==> config.mk <==
export PLATFORM = sky130hd
export DESIGN_NAME = calc_op_sequencer
export DESIGN_NICKNAME = d
export VERILOG_FILES = /design/src/rtl/calc_op_sequencer.sv
export SDC_FILE = /design/constraint.sdc
export NUM_CORES = 1
export LEC_CHECK = 0
export ABC_AREA = 0
export BUFFER_PORTS_ARGS = -buffer_cell sky130_fd_sc_hd__clkbuf_2
export CAP_MARGIN = 40
export CORE_MARGIN = 5
export CORE_UTILIZATION = 45
export CTS_BUF_LIST = sky130_fd_sc_hd__clkbuf_4
export DETAILED_ROUTE_END_ITERATION = 10
export PLACE_DENSITY = 0.78
export SYNTH_ARGS = -nofsm -noshare
export SYNTH_HDL_FRONTEND = slang
export SYNTH_SLANG_ARGS = --single-unit
==> constraint.sdc <==
create_clock -name i_clk -period 1.8 [get_ports i_clk]
set_input_delay 0.36 -clock i_clk [delete_from_list [all_inputs] [get_ports i_clk]]
set_output_delay 0.36 -clock i_clk [all_outputs]
set_load 0.02 [all_outputs]
==> src/rtl/calc_op_sequencer.sv <==
// -----------------------------------------------------------------------------
// calc_op_sequencer
//   Multi-cycle sequencer between the instruction source and the calculator
//   datapath. Accepts one instruction per valid/ready handshake and decodes it
//   into registered ALU/mux controls. Those controls stay stable from DECODE
//   through WB. A single-cycle MemWrite strobe and a Done pulse are issued at
//   writeback.
//
//   Optional feature macro: CALC_ILLEGAL_TRAP_EN
//     defined     : an illegal opcode jumps from DECODE straight to WB and
//                   pulses o_illegal_op together with o_done.
//     not defined : an illegal opcode runs as a plain ALU op; o_illegal_op
//                   stays 0.
//
// Parameters
//   ALU_LATENCY  cycles spent in EXEC (1..15)
//   CNT_W        width of the retired-instruction counter
//
// Ports
//   i_clk                clock, rising edge
//   i_reset              synchronous active-high reset
//   i_instr_valid        instruction valid
//   i_instruction[31:0]  [31:27] opcode, [26:14] RegA, [13:1] RegB, [0] unused
//   o_instr_ready        sequencer idle, can accept an instruction
//   o_alu_opcode[4:0]    registered opcode to the ALU
//   o_reg_a[12:0]        registered operand A
//   o_reg_b[12:0]        registered operand B
//   o_reg_b_mem_mux      operand B from memory output
//   o_reg_a_reg_c_mux    operand A from RegC
//   o_reg_c_mem_out_mux  RegC sourced from memory output
//   o_mem_write          one-cycle memory write strobe
//   o_done               one-cycle retire pulse
//   o_illegal_op         one-cycle illegal-opcode retire pulse
//   o_instr_count        retired-instruction count (wraps)
//
//   state  | meaning
//   IDLE   | ready for an instruction, all controls 0
//   DECODE | controls driven from captured word, wait counter loaded
//   EXEC   | controls held while the ALU result settles
//   WB     | Done (and MemWrite for memory ops) pulse, count updated
// -----------------------------------------------------------------------------
module calc_op_sequencer #(
    parameter int ALU_LATENCY = 2,
    parameter int CNT_W       = 16
) (
    input  logic             i_clk,
    input  logic             i_reset,
    input  logic             i_instr_valid,
    input  logic [31:0]      i_instruction,
    output logic             o_instr_ready,
    output logic [4:0]       o_alu_opcode,
    output logic [12:0]      o_reg_a,
    output logic [12:0]      o_reg_b,
    output logic             o_reg_b_mem_mux,
    output logic             o_reg_a_reg_c_mux,
    output logic             o_reg_c_mem_out_mux,
    output logic             o_mem_write,
    output logic             o_done,
    output logic             o_illegal_op,
    output logic [CNT_W-1:0] o_instr_count
);

`ifdef CALC_ILLEGAL_TRAP_EN
    localparam bit TRAP_EN = 1'b1;
`else
    localparam bit TRAP_EN = 1'b0;
`endif

    localparam logic [1:0] S_IDLE   = 2'd0;
    localparam logic [1:0] S_DECODE = 2'd1;
    localparam logic [1:0] S_EXEC   = 2'd2;
    localparam logic [1:0] S_WB     = 2'd3;

    localparam logic [3:0] WAIT_LOAD = 4'(ALU_LATENCY - 1);

    logic [1:0]       r_state;
    logic [3:0]       r_wait;
    logic [4:0]       r_alu_opcode;
    logic [12:0]      r_reg_a;
    logic [12:0]      r_reg_b;
    logic             r_sel_b_mem;
    logic             r_sel_a_c;
    logic             r_sel_c_mem;
    logic             r_is_mem;
    logic             r_illegal;
    logic             r_mem_write;
    logic             r_done;
    logic             r_illegal_op;
    logic [CNT_W-1:0] r_count;

    logic [4:0] w_opcode;
    logic       w_sel_b_mem;
    logic       w_sel_a_c;
    logic       w_sel_c_mem;
    logic       w_is_mem;
    logic       w_illegal;
    logic       w_unused;

    assign w_opcode = i_instruction[31:27];
    assign w_unused = i_instruction[0];

    always_comb begin
        w_sel_b_mem = 1'b0;
        w_sel_a_c   = 1'b0;
        w_sel_c_mem = 1'b0;
        w_is_mem    = 1'b0;
        w_illegal   = 1'b0;
        case (w_opcode)
            5'b10001, 5'b10010: begin
                w_sel_b_mem = 1'b1;
                w_is_mem    = 1'b1;
            end
            5'b10100: begin
                w_sel_a_c = 1'b1;
                w_is_mem  = 1'b1;
            end
            5'b11000: begin
                w_sel_c_mem = 1'b1;
                w_is_mem    = 1'b1;
            end
            // Any other opcode with bit 4 set is illegal; bit 4 clear is a plain ALU op.
            default: w_illegal = w_opcode[4];
        endcase
    end

    always_ff @(posedge i_clk) begin
        if (i_reset) begin
            r_state      <= S_IDLE;
            r_wait       <= '0;
            r_alu_opcode <= '0;
            r_reg_a      <= '0;
            r_reg_b      <= '0;
            r_sel_b_mem  <= 1'b0;
            r_sel_a_c    <= 1'b0;
            r_sel_c_mem  <= 1'b0;
            r_is_mem     <= 1'b0;
            r_illegal    <= 1'b0;
            r_mem_write  <= 1'b0;
            r_done       <= 1'b0;
            r_illegal_op <= 1'b0;
            r_count      <= '0;
        end else begin
            case (r_state)
                S_IDLE: begin
                    if (i_instr_valid) begin
                        r_alu_opcode <= w_opcode;
                        r_reg_a      <= i_instruction[26:14];
                        r_reg_b      <= i_instruction[13:1];
                        r_sel_b_mem  <= w_sel_b_mem;
                        r_sel_a_c    <= w_sel_a_c;
                        r_sel_c_mem  <= w_sel_c_mem;
                        r_is_mem     <= w_is_mem;
                        r_illegal    <= w_illegal;
                        r_state      <= S_DECODE;
                    end
                end
                S_DECODE: begin
                    r_wait <= WAIT_LOAD;
                    if (TRAP_EN && r_illegal) begin
                        // Trapped opcodes skip EXEC entirely.
                        r_done       <= 1'b1;
                        r_illegal_op <= 1'b1;
                        r_count      <= r_count + CNT_W'(1);
                        r_state      <= S_WB;
                    end else begin
                        r_state <= S_EXEC;
                    end
                end
                S_EXEC: begin
                    if (r_wait == 4'd0) begin
                        // Pulses are registered on WB entry so they line up with WB.
                        r_done      <= 1'b1;
                        r_mem_write <= r_is_mem;
                        r_count     <= r_count + CNT_W'(1);
                        r_state     <= S_WB;
                    end else begin
                        r_wait <= r_wait - 4'd1;
                    end
                end
                default: begin
                    r_done       <= 1'b0;
                    r_mem_write  <= 1'b0;
                    r_illegal_op <= 1'b0;
                    r_alu_opcode <= '0;
                    r_reg_a      <= '0;
                    r_reg_b      <= '0;
                    r_sel_b_mem  <= 1'b0;
                    r_sel_a_c    <= 1'b0;
                    r_sel_c_mem  <= 1'b0;
                    r_is_mem     <= 1'b0;
                    r_illegal    <= 1'b0;
                    r_state      <= S_IDLE;
                end
            endcase
        end
    end

    assign o_instr_ready       = (r_state == S_IDLE);
    assign o_alu_opcode        = r_alu_opcode;
    assign o_reg_a             = r_reg_a;
    assign o_reg_b             = r_reg_b;
    assign o_reg_b_mem_mux     = r_sel_b_mem;
    assign o_reg_a_reg_c_mux   = r_sel_a_c;
    assign o_reg_c_mem_out_mux = r_sel_c_mem;
    assign o_mem_write         = r_mem_write;
    assign o_done              = r_done;
    assign o_illegal_op        = r_illegal_op;
    assign o_instr_count       = r_count;

endmodule
* Yosys cells after proc, flatten, opt, wreduce, memory -nomap -nowiden
Index checks and enable logic that the tools add are counted.
Storage, ports and cells: flip-flop bits (word level) 59, bits of input ports 35, output and inout port bits 54
Cells by class: add/sub/neg operators 2, equal/unequal tests 9, muxes and demuxes 27, bitwise operators 2, reduce and logical (&&, ||, !) cells 12
Operators by type and width (number):
- 13-bit case mux with 2 select lines | 2
- 13-bit 2-to-1 mux | 2
- 5-bit == test, second input constant | 4
- 16-bit by 1-bit adder with 16-bit output, second input constant | 1
- 1-bit case mux with 2 select lines | 6
- 1-bit 2-to-1 mux | 10
- 5-bit case mux with 2 select lines | 1
- 2-bit AND reduction | 5
- 4-bit case mux with 2 select lines | 1
- 2-bit != test, second input constant | 3
- 2-bit case mux with 3 select lines | 1
- 2-bit OR reduction | 3
- 5-bit 2-to-1 mux | 1
- 4-bit zero test | 1
- 2-bit 2-to-1 mux | 2
- 4-bit 2-to-1 mux | 1
- 4-bit OR reduction | 1
- 4-bit by 1-bit subtractor with 4-bit output, second input constant | 1
- 2-bit by 1-bit == test with 1-bit output, second input constant | 1
- 2-bit == test, second input constant | 1
- 2-bit zero test | 1
- 1-bit inverter | 2
- 2-bit nonzero test | 1

* Depth between registers and ports, before layout
depth after elaboration 5, mapped depth 8, gate-level depth less buffers 6

* Worst setup path before layout
Ideal clock, no wire load.
kind flip-flop to flip-flop, from reg r_wait[0], to reg r_count[14], in the netlist o_instr_count[14], arrival 1847 ps, path slack -118 ps, stages on the path, launching flop included 8, buffers on the path 1, clock period less this slack 1918 ps, cells stage by stage dfxtp_1 -> inv_1 -> ha_1 -> or3b_1 -> buf_6 -> or3_4 -> or3_1 -> a21oi_1
On the way: longest elaborated chain between the ends 2
Ends and longest elaborated chain:
- start: declaration | line 77 | logic [3:0] r_wait;
- start signal: assignment | line 177 | r_wait <= r_wait - 4'd1;
- 4-bit zero test | line 170 | if (r_wait == 4'd0) begin
- 2-bit AND reduction (no line)
- end signal: assignment | line 163 | r_count <= r_count + CNT_W'(1);
- end signal: assignment | line 174 | r_count <= r_count + CNT_W'(1);
- end: declaration | line 89 | logic [CNT_W-1:0] r_count;
Every way passes these cells. A chain may end at the register's enable or synchronous reset.

* Worst setup path after layout
Same ends and word-level chain as after synthesis.

==> flow_summary.json <==
{
  "antenna_found_initial": 0,
  "end_kind": "register",
  "core_area_um2": 5110,
  "firstDrtPassIters": 4,
  "drv_cap": 0,
  "drtAntennaViolNets": 0,
  "synth-xor-area-share_pct": 4.42,
  "drt-vias-per-instance": 5.11,
  "cp.arrival_ns": 2.15,
  "io_buffers": 86,
  "cp_max_fo": 5,
  "skew_ns": 0.0148,
  "grt_max_degree": 60,
  "hold_depth": 3,
  "cts_buffer_depth": 2,
  "yosysSeqAreaShare_pct": 49.7,
  "rows": 26,
  "synth_top_family_by_area": "simple AND/OR/NAND/NOR gates",
  "reg2reg_slack_ns": -0.01,
  "drtIter0Drc": 112,
  "synthMuxAreaShare_pct": 0.421,
  "syn_nets": 306,
  "place.gp.congestion": 0.817,
  "worst_slack_ns": -0.0105,
  "synth_ff_type": "dfxtp_1",
  "hp-class": "in2reg",
  "layout-drive-gt1-share_pct": 37.4,
  "yosys.area_share.simple_pct": 21.5,
  "h-tree-depth": 3,
  "grt_usage_pct": 18.2,
  "status": "complete, but fails checks",
  "synth_cells": 266,
  "synth_cell_type_count": 42,
  "ioPinCount": 89,
  "area_delta_synth_final_pct": 31.8,
  "r2r_cells": 6,
  "cts_made_buffers": 9,
  "die_x_um": 82.7,
  "syn_avg_cell_area_um2": 8.94,
  "synth_compound_area_share_pct": 16.3,
  "grt_overflow": 0,
  "critPathLaunchType": "register",
  "via_count": 2226,
  "critPathMaxStageDelay_ns": 0.40,
  "setup_viol": 1,
  "grt_pass1_wl_um": 9400,
  "slowest_stage": "or3b_4",
  "drv_slew": 0,
  "synth_edf_count": 0,
  "hold_viol": 0,
  "cp_top_family": "simple AND/OR/NAND/NOR gates",
  "n_antenna_cell": 0,
  "path_cells": "inv_2, ha_4, or3b_4, or3_4, or3_1, a21oi_2",
  "rsz0062_at_grt": "true",
  "die_area_um2": 6840,
  "cts.clk_slew.worst_paths_ns": 0.10,
  "hpwl_um": 4020,
  "root_buffer": "clkbuf_4",
  "hold_end": "o_reg_b[9]",
  "grt_pass1_vias": 2198,
  "synth-warning-count": 0,
  "dpl_cell_area_um2": 2980,
  "period_share_pct": 101,
  "min-delay-start": "i_instruction[10]",
  "synth.cell_area_um2": 2380,
  "worstSkewPairLatency_ns": 0.40,
  "async_reset_ff_share_pct": 0,
  "reg2reg_to": "o_instr_count[14]",
  "wirelength_um": 5660,
  "die_y_um": 82.7,
  "fin_nets": 401,
  "power.density_nw_per_um2": 1420,
  "finalPower_uw": 4450,
  "cts_tree": "yes",
  "design_area_um2": 3130,
  "ir_drop_mv": 0.913,
  "yosys_register_bits": 59,
  "crit_buf_inv": 1,
  "start_util_pct": 46.6,
  "r2r-start": "r_wait[0]",
  "synth_fa_ha_area_share_pct": 2.63,
  "finalCriticalPeriod_ns": 1.81,
  "avgRoutedWirePerCell_um": 13.0,
  "drc": 0,
  "p_leak_uw": 0.00133,
  "max_freq_ghz": 0.552,
  "path_class": "reg2reg",
  "failed_checks": "setup timing",
  "required_ns": 2.14,
  "cts_sinks": 59
}
[worst min-delay path: stages]
cell and delay [ns]:
clkbuf_2 0.08, a22oi_1 0.07, nor2_1 0.07
[flip-flops by register name (all words and copies together), names as in the netlist]
register,flops
o_reg_a_reg_c_mux,1
r_wait,4
o_reg_b_mem_mux,1
r_is_mem,1
o_reg_b,13
o_mem_write,1
o_reg_a,13
o_alu_opcode,5
o_done,1
o_reg_c_mem_out_mux,1
r_state,2
o_instr_count,16
[metal layers]
layer	vias to the layer above	global-route usage, %	wire length, µm
li1	1121	-	-
met1	1029	20.7	2560
met2	66	29.6	2540
met3	10	6.72	431
met4	0	9.80	127
met5	-	0	0
[stage by stage]
step	worst slack, ns	util (%)	hold WS, ns	std cells	TNS, ns
2_1_floorplan	-0.0242	-	0.445	266	-0.0458
3_3_place_gp	0.0202	58.4	0.453	419	0
3_5_place_dp	-0.0136	58.4	0.455	419	-0.0136
4_1_cts	0.00201	60.7	0.185	436	0
5_1_grt	-0.0660	61.4	0.187	436	-0.117
6_report	-0.0105	61.4	0.204	436	-0.0105
[placed cells by master (no fill, tap or decap), types with 2 or more instances in the layout]
cell type / instances
nor4_1: 2
dfxtp_2: 5
nand4_1: 2
nor2b_1: 2
nor3b_1: 2
buf_4: 15
clkbuf_4: 12
dfxtp_1: 54
clkbuf_2: 86
nor2_1: 49
inv_2: 3
a22oi_1: 33
ha_1: 2
o21ai_0: 9
nand2_1: 8
buf_12: 2
a21oi_1: 12
or3_4: 2
clkinv_1: 2
ha_4: 2
xnor2_1: 9
or3_1: 4
nor3_1: 6
inv_1: 6
nor4b_1: 2
xor2_1: 3
clkinv_2: 2
nand3_1: 8
[layout make-up]
type / instances / area (µm²)
clock buffer: 12 / 90.1
clock inverter: 4 / 17.5
fill: 472 / 1970
inverter: 9 / 33.8
multi-input combinational: 179 / 1130
sequential: 59 / 1190
tap: 70 / 87.6
timing repair buffer: 103 / 583
[Yosys cell counts, types with 2 or more instances]
cell type,number,share of area [%]
a22oi_1,33,10
xor2_1,3,1.1
a21oi_1,13,2.7
nor4b_1,2,0.74
nor2b_1,2,0.53
nor4_1,4,1.1
nor2_1,49,7.7
nor3_1,6,1.3
dfxtp_1,59,50
nor3b_1,2,0.63
inv_1,9,1.4
or3_1,4,1.1
nand4_1,2,0.53
clkbuf_1,15,2.4
o21ai_0,9,1.9
or3_4,2,0.95
nand3_1,8,1.7
xnor2_1,9,3.3
nand2_1,8,1.3
ha_1,5,2.6
[timing repair]
action                     4_1_cts  5_1_grt
resized for setup                1        7
setup buffers                    1        0
pin swaps                        0        0
cloned                           0        0
setup endpoints to repair        1        5
hold buffers                     0        0
[cell families after synthesis]
kind of cell | Yosys count
AND/OR/NAND/NOR | 101
AO/OA/AOI/OAI | 59
flip-flops | 59
buffers and inverters | 28
XOR/XNOR | 12
adder cells (fa/ha/maj) | 5
other | 1
multiplexers | 1
[worst max-delay path by stage]
stage	start	endpoint	slack, ns	depth (start not counted)
CTS	r_wait[0]	o_instr_count[14]	0.002	6
finish	r_wait[0]	o_instr_count[14]	-0.01	6
global placement	r_wait[0]	o_instr_count[14]	0.02	6
global route	r_wait[1]	o_instr_count[14]	-0.07	6
floorplan	r_wait[1]	o_instr_count[14]	-0.02	7
detailed placement	r_wait[0]	o_instr_count[14]	-0.01	6
[power breakdown]
| group | internal, µW | switching [µW] |
|---|---|---|
| sequential | 1530 | 138 |
| clock | 318 | 467 |
| combinational | 833 | 1160 |
(Power assumes the default switching activity.)
